### src/rtl/neighbor_scan_ctrl.sv
// Region-query sequencer: fetches the query point, then streams every candidate through the
// shared distance unit and emits neighbour indices. Optional macro NSC_SELF_EXCLUDE_EN drops the query point itself.
module neighbor_scan_ctrl #(
    parameter int IDX_W = 8,
    parameter int CNT_W = IDX_W + 1
) (
    input  logic             clk,
    input  logic             rst_n,
    input  logic             start,
    input  logic [IDX_W-1:0] query_idx,
    input  logic [CNT_W-1:0] num_points,
    input  logic [15:0]      r2,
    output logic             busy,
    output logic             done,
    output logic [CNT_W-1:0] neighbor_count,
    output logic             mem_rd_en,
    output logic [IDX_W-1:0] mem_addr,
    input  logic [7:0]       mem_x,
    input  logic [7:0]       mem_y,
    input  logic [7:0]       mem_z,
    output logic [7:0]       du_x1,
    output logic [7:0]       du_y1,
    output logic [7:0]       du_z1,
    output logic [7:0]       du_x2,
    output logic [7:0]       du_y2,
    output logic [7:0]       du_z2,
    output logic [15:0]      du_r2,
    input  logic             du_is_neighbor,
    output logic             nb_valid,
    input  logic             nb_ready,
    output logic [IDX_W-1:0] nb_idx
);

    typedef enum logic [2:0] {
        S_IDLE, S_LOAD_Q, S_CAP_Q, S_READ, S_EVAL, S_EMIT, S_DONE
    } state_t;

    state_t           state_q, state_d;
    logic [IDX_W-1:0] qidx_q, qidx_d;
    logic [CNT_W-1:0] np_q, np_d;
    logic [15:0]      r2_q, r2_d;
    logic [7:0]       qx_q, qx_d, qy_q, qy_d, qz_q, qz_d;
    logic [7:0]       cx_q, cx_d, cy_q, cy_d, cz_q, cz_d;
    logic [CNT_W-1:0] i_q, i_d;
    logic [CNT_W-1:0] cnt_q, cnt_d;
    logic [IDX_W-1:0] nbidx_q, nbidx_d;
    logic             last_cand;
    logic             hit;

    // Termination compares against num_points-1 so i never needs to wrap.
    assign last_cand = (i_q == np_q - CNT_W'(1));

`ifdef NSC_SELF_EXCLUDE_EN
    assign hit = du_is_neighbor && (i_q != CNT_W'(qidx_q));
`else
    assign hit = du_is_neighbor;
`endif

    always_ff @(posedge clk or negedge rst_n) begin
        if (!rst_n) begin
            state_q <= S_IDLE;
        end else begin
            state_q <= state_d;
        end
    end

    always_comb begin
        state_d = state_q;
        case (state_q)
            S_IDLE:   if (start) state_d = S_LOAD_Q;
            S_LOAD_Q: state_d = S_CAP_Q;
            S_CAP_Q:  state_d = (np_q == '0) ? S_DONE : S_READ;
            S_READ:   state_d = S_EVAL;
            S_EVAL: begin
                if (hit)            state_d = S_EMIT;
                else if (last_cand) state_d = S_DONE;
                else                state_d = S_READ;
            end
            S_EMIT:   if (nb_ready) state_d = last_cand ? S_DONE : S_READ;
            S_DONE:   state_d = S_IDLE;
            default:  state_d = S_IDLE;
        endcase
    end

    always_comb begin
        qidx_d  = qidx_q;
        np_d    = np_q;
        r2_d    = r2_q;
        qx_d    = qx_q;
        qy_d    = qy_q;
        qz_d    = qz_q;
        cx_d    = cx_q;
        cy_d    = cy_q;
        cz_d    = cz_q;
        i_d     = i_q;
        cnt_d   = cnt_q;
        nbidx_d = nbidx_q;
        case (state_q)
            S_IDLE: begin
                if (start) begin
                    qidx_d = query_idx;
                    np_d   = num_points;
                    r2_d   = r2;
                    cnt_d  = '0;
                    i_d    = '0;
                end
            end
            S_CAP_Q: begin
                qx_d = mem_x;
                qy_d = mem_y;
                qz_d = mem_z;
            end
            S_EVAL: begin
                // Keep the candidate so the distance-unit inputs stay put during EMIT.
                cx_d = mem_x;
                cy_d = mem_y;
                cz_d = mem_z;
                if (hit) begin
                    cnt_d   = cnt_q + CNT_W'(1);
                    nbidx_d = i_q[IDX_W-1:0];
                end else if (!last_cand) begin
                    i_d = i_q + CNT_W'(1);
                end
            end
            S_EMIT: begin
                if (nb_ready && !last_cand) i_d = i_q + CNT_W'(1);
            end
            default: ;
        endcase
    end

    always_ff @(posedge clk or negedge rst_n) begin
        if (!rst_n) begin
            qidx_q  <= '0;
            np_q    <= '0;
            r2_q    <= '0;
            qx_q    <= '0;
            qy_q    <= '0;
            qz_q    <= '0;
            cx_q    <= '0;
            cy_q    <= '0;
            cz_q    <= '0;
            i_q     <= '0;
            cnt_q   <= '0;
            nbidx_q <= '0;
        end else begin
            qidx_q  <= qidx_d;
            np_q    <= np_d;
            r2_q    <= r2_d;
            qx_q    <= qx_d;
            qy_q    <= qy_d;
            qz_q    <= qz_d;
            cx_q    <= cx_d;
            cy_q    <= cy_d;
            cz_q    <= cz_d;
            i_q     <= i_d;
            cnt_q   <= cnt_d;
            nbidx_q <= nbidx_d;
        end
    end

    always_comb begin
        busy           = (state_q != S_IDLE);
        done           = (state_q == S_DONE);
        nb_valid       = (state_q == S_EMIT);
        mem_rd_en      = (state_q == S_LOAD_Q) || (state_q == S_READ);
        mem_addr       = (state_q == S_LOAD_Q) ? qidx_q : i_q[IDX_W-1:0];
        neighbor_count = cnt_q;
        nb_idx         = nbidx_q;
        du_x1          = qx_q;
        du_y1          = qy_q;
        du_z1          = qz_q;
        du_r2          = r2_q;
        // Memory output is live during EVAL; afterwards the held copy takes over.
        if (state_q == S_EVAL) begin
            du_x2 = mem_x;
            du_y2 = mem_y;
            du_z2 = mem_z;
        end else begin
            du_x2 = cx_q;
            du_y2 = cy_q;
            du_z2 = cz_q;
        end
    end

endmodule

### config.mk
export PLATFORM = sky130hd
export DESIGN_NAME = neighbor_scan_ctrl
export DESIGN_NICKNAME = d
export VERILOG_FILES = /design/src/rtl/neighbor_scan_ctrl.sv
export SDC_FILE = /design/constraint.sdc
export NUM_CORES = 1
export LEC_CHECK = 0
export CAP_MARGIN = 5
export CORE_MARGIN = 1
export CORE_UTILIZATION = 49
export CTS_BUF_LIST = sky130_fd_sc_hd__clkbuf_16
export DETAILED_ROUTE_END_ITERATION = 8
export GPL_TIMING_DRIVEN = 0
export PLACE_DENSITY = 0.88
export SLEW_MARGIN = 20
export SYNTH_ARGS = -nofsm -noshare
export SYNTH_HDL_FRONTEND = slang
export SYNTH_SLANG_ARGS = --single-unit
export TNS_END_PERCENT = 30
### constraint.sdc
create_clock -name clk -period 4.7 [get_ports clk]
set_clock_uncertainty 0.1 [all_clocks]
set_input_delay 0.705 -clock clk [delete_from_list [all_inputs] [get_ports clk]]
set_output_delay 0.705 -clock clk [all_outputs]
set_load 0.005 [all_outputs]
### Word level (Yosys, flattened, before mapping)

Cells that the tools add are included.

| operators by class | value |
|---|---|
| $lt $le $gt $ge | 0 |
| bitwise gates (word level) | 0 |
| $add $sub $neg | 3 |
| multiplexer cells | 17 |
| reductions and logical operators | 13 |
| equality and inequality tests | 13 |
| multiply operators | 0 |
| shifts and indexed selects | 0 |
| div/mod/pow operators | 0 |

Operators by type and width:

| operator | number |
|---|---|
| $mux 9 | 5 |
| $mux 8 | 4 |
| $pmux 9 s3 | 1 |
| $add 9x1->9 const B | 2 |
| $pmux 3 s6 | 1 |
| $pmux 9 s2 | 1 |
| $mux 3 | 5 |
| $eq 3x3->1 const B | 3 |
| $eq 9x9->1 | 1 |
| $logic_not 9->1 | 1 |
| $sub 9x1->9 const B | 1 |
| $ne 2x2->1 const B | 4 |
| $eq 3x2->1 const B | 2 |
| $reduce_and 2->1 | 3 |
| $reduce_bool 3->1 | 2 |
| $reduce_and 5->1 | 1 |
| $ne 2x1->1 const B | 2 |
| $eq 3x1->1 const B | 1 |
| $logic_not 3->1 | 1 |
| $reduce_and 3->1 | 1 |
| $reduce_bool 2->1 | 1 |
| $logic_and 1x1->1 | 1 |
| $logic_not 1->1 | 1 |
| $logic_or 1x1->1 | 1 |

| word-level totals | value |
|---|---|
| register bits after elaboration | 110 |
| ROM bits | 0 |
| latch bits | 0 |
| input port bits | 62 |
| memory bits (writable) | 0 |
| memories | 0 |
| logic and storage cells | 59 |
| output and inout port bits | 93 |

### Longest topological paths before layout

| depth | value |
|---|---|
| word-level depth | 6 |
| depth in mapped cells | 10 |
| mapped depth without buffers | 9 |

### Worst setup path after synthesis

OpenSTA, ideal clock, no wires.

| timing path | value |
|---|---|
| kind | flip-flop to output port |
| start | reg state_q[2] |
| end | out du_y2[0] |
| path buffers | 2 |
| data required time | 3.895 ns |
| setup slack | 2.134 ns |
| arrival | 1.761 ns |
| cell stages (with the launch flop) | 5 |
| cell sequence | dfrtp_1 clkbuf_1 nor3b_2 clkbuf_1 mux2_2 |

| on the way | value |
|---|---|
| cells in the longest elaborated chain, start to end | 2 |

Ends and longest elaborated chain:

| item | RTL line | text |
|---|---|---|
| start: declaration | 38 | `state_t state_q, state_d;` |
| start signal: assignment | 63 | `state_q <= state_d;` |
| $eq 3x3->1 | 175 | `if (state_q == S_EVAL) begin` |
| $mux 8 | 175 |  |
| end: declaration | 25 | `output logic [7:0] du_y2,` |

No other way between the ends.

### Worst setup path after layout

| timing path | value |
|---|---|
| start | reg state_q[2] |
| end | out du_x2[4] |

| on the way | value |
|---|---|
| cells in the longest elaborated chain, start to end | 2 |

Ends and longest elaborated chain:

| item | RTL line | text |
|---|---|---|
| $eq 3x3->1 | 175 |  |
| $mux 8 | -- |  |
| end: declaration | 24 | `output logic [7:0] du_x2,` |

No other way between the ends.

==> flow_summary.yaml <==
clock_tree:
  cts_tree: "yes"
  hold_buffers: 0
  htreeDepth: 3
  numCtsBuffers: 9
  path_clk_slew_ns: 0.07
  clk_latency_ns: 0.34
  root_buffer: "clkbuf_16"
  clockBufferDepth: 2
  post_cts_resized: 0
  cts_sinks: 110
  post_cts_buffers: 0
final_layout:
  stdcell_count: 767
  utilization: 0.7100
  final_area_um2: 6908
  nFillCells: 719
  regArea_um2: 2753
  multiInputGateArea_um2: 2033
  final_nets: 694
  drive_gt1_frac: 0.1230
  diodes: 0
  areaGrowthSynthToFinish_pct: 40.81
detailed_routing:
  postRouteWirelength_um: 12330
  drt-initial-drc-count: 161
  num_vias: 4066
  antenna_left: 0
  drc_errors: 0
  drtPass1Iterations: 4
  via_per_inst: 5.301
  wl_per_cell_um: 16.08
timing:
  setup_viol: 0
  whs_ns: 0.1584
  finalMaxSlewViolations: 0
  worstMarginPinSlew_ns: 0.8750
  fin_tns_setup_ns: 0
  setup_ws_ns: 0.8305
  hold_violations: 0
  finalCritPeriodShare: 0.8233
  finalCriticalPeriod_ns: 3.870
  rsz0062_at_grt: "false"
  max_freq_mhz: 258.4
  relSlewSlack: 0.4122
grt:
  grt_use_total: 0.2506
  grt_pass1_vias: 4256
  antenna_found_initial: 0
  grt_max_degree: 75
  grt-ovfl-total: 0
  grt_first_pass_wirelength_um: 20050
yosys:
  synth_seq_cells: 110
  synthTopCellsByArea: "dfrtp_1 56%, mux2_2 13%, nand2_1 10%, xor2_1 1.8%, or3_1 1.4%"
  yosys.cell_count.top_type: "nand2_1"
  synthCells: 463
  synth_edf_count: 0
  synth_commonest_cells: "132 x nand2_1, 110 x dfrtp_1, 56 x mux2_2, 18 x clkbuf_1, 12 x nor2_1"
  synthArstFlopShare: 1.000
  yosys_most_used_dff: "dfrtp_1"
  yosys_warnings: 0
  synth_top_area_cell: "dfrtp_1"
  synth_top_area_frac: 0.5611
  synthDistinctLibCells: 47
  synth.avg_cell_area_um2: 10.60
  syn_area_um2: 4906
  syn_nets: 528
  synth_seq_area_share: 0.5611
power_and_ir_drop:
  worst_ir_drop_vdd_uv: 351.1
  p_leak_nw: 3.081
  p_per_area_nw_per_um2: 581.2
  report.power.total_mw: 4.015
placed_design:
  io_buffer_count: 154
  hpwl_um: 9143
  placed_area_um2: 6643
  gp_congestion: 0.8559
  pre_cts_ws_ns: 1.172
  place_inst: 751
status:
  status: "finished, final reports clean"
worst_hold_path:
  hold_class: "input port to async pin"
critical_path:
  crit_type: "register to primary output"
  r2r_start: "np_q[0]"
  worst-path-max-fanout: 10
  rr_worst_depth: 10
  cp-end-kind: "primary output"
  ff2ff_setup_slack_ns: 1.92
  startpoint_type: "register"
  cp.arrival_ns: 3.06
  rr_endpoint: "i_q[8]"
  crit_required_ns: 3.89
run:
  cap_violations: 0
floorplanning:
  start_util: 0.5042
  die_w_um: 102.1
  io_pins: 155
  core_um2: 9729
  die_h_um: 102.1
  die-area_um2: 10420
  num_rows: 36
==> cell families after synthesis <==
kind of cell,synth area share
simple gates,0.2015
flops,0.5611
mux,0.1306
compound gates,0.04897
buf+inv,0.02550
xor+xnor,0.02474
fa+ha+maj,0.007652
==> layout by cell type (no fill, tap or decap), drive strengths merged, types with 3 or more instances in the layout <==
cell type        n
nor3             3
a21oi           10
xor2            11
dfrtp          110
o21ai           16
clkbuf          27
mux2            56
or3             11
and2             5
nor2            12
nand2          132
nor2b            5
clkinv           3
clkdlybuf4s50  153
nand4            9
inv              7
nor4             6
ha               3
nor3b            6
nand3            7
buf             10
==> how the worst max path moves through the flow <==
stage	startpoint	to	slack [ns]
5_1_grt	state_q[2]	du_x2[4]	0.67
2_1_floorplan	state_q[2]	du_y2[0]	2.13
3_5_place_dp	state_q[2]	du_x2[4]	1.17
4_1_cts	state_q[2]	du_x2[4]	0.78
3_3_place_gp	rst_n	cy_q[1]	-1.20
6_report	state_q[2]	du_x2[4]	0.83
==> critical path, cell delays in order (launching register included) <==
cell and delay, ns:
dfrtp_1 0.39, clkbuf_1 0.33, nor3b_2 0.60, clkbuf_1 0.51
mux2_2 0.43, clkdlybuf4s50_1 0.47
==> flip-flops by register name, indices dropped and copies added, names as in the netlist <==
signal,count
state_q,3
cx_q,8
du_x1,8
i_q,9
du_y1,8
np_q,9
cy_q,8
du_r2,16
neighbor_count,9
qidx_q,8
du_z1,8
cz_q,8
nb_idx,8
==> area by class of cell <==
cell class | instances | share of cell area
plain buffers | 26 | 0.01594
clock buffers | 9 | 0.03260
clock inverters | 7 | 0.005072
inverters | 4 | 0.002174
multi-input cells | 323 | 0.2943
flip-flops and latches | 110 | 0.3985
well taps | 133 | 0.02409
repair buffers | 155 | 0.2273
==> routing by layer <==
metal  vias up  global-route usage  part of all wire  wire (µm)
met5         -                   0                 0          0
met4         0              0.1154             0.022        277
met3        20             0.07729             0.092       1129
met2       174              0.4171              0.48       5958
met1      1962              0.2985              0.40       4967
li1       1910                   -                 -          -
==> power by group <==
group / total [mW] / switching [mW] / internal [mW] / leakage [nW]
combinational: 1.83 / 0.787 / 1.05 / 1.55
clock: 0.679 / 0.327 / 0.351 / 0.134
sequential: 1.50 / 0.200 / 1.30 / 1.39
Power figures use the tool's default switching activity.
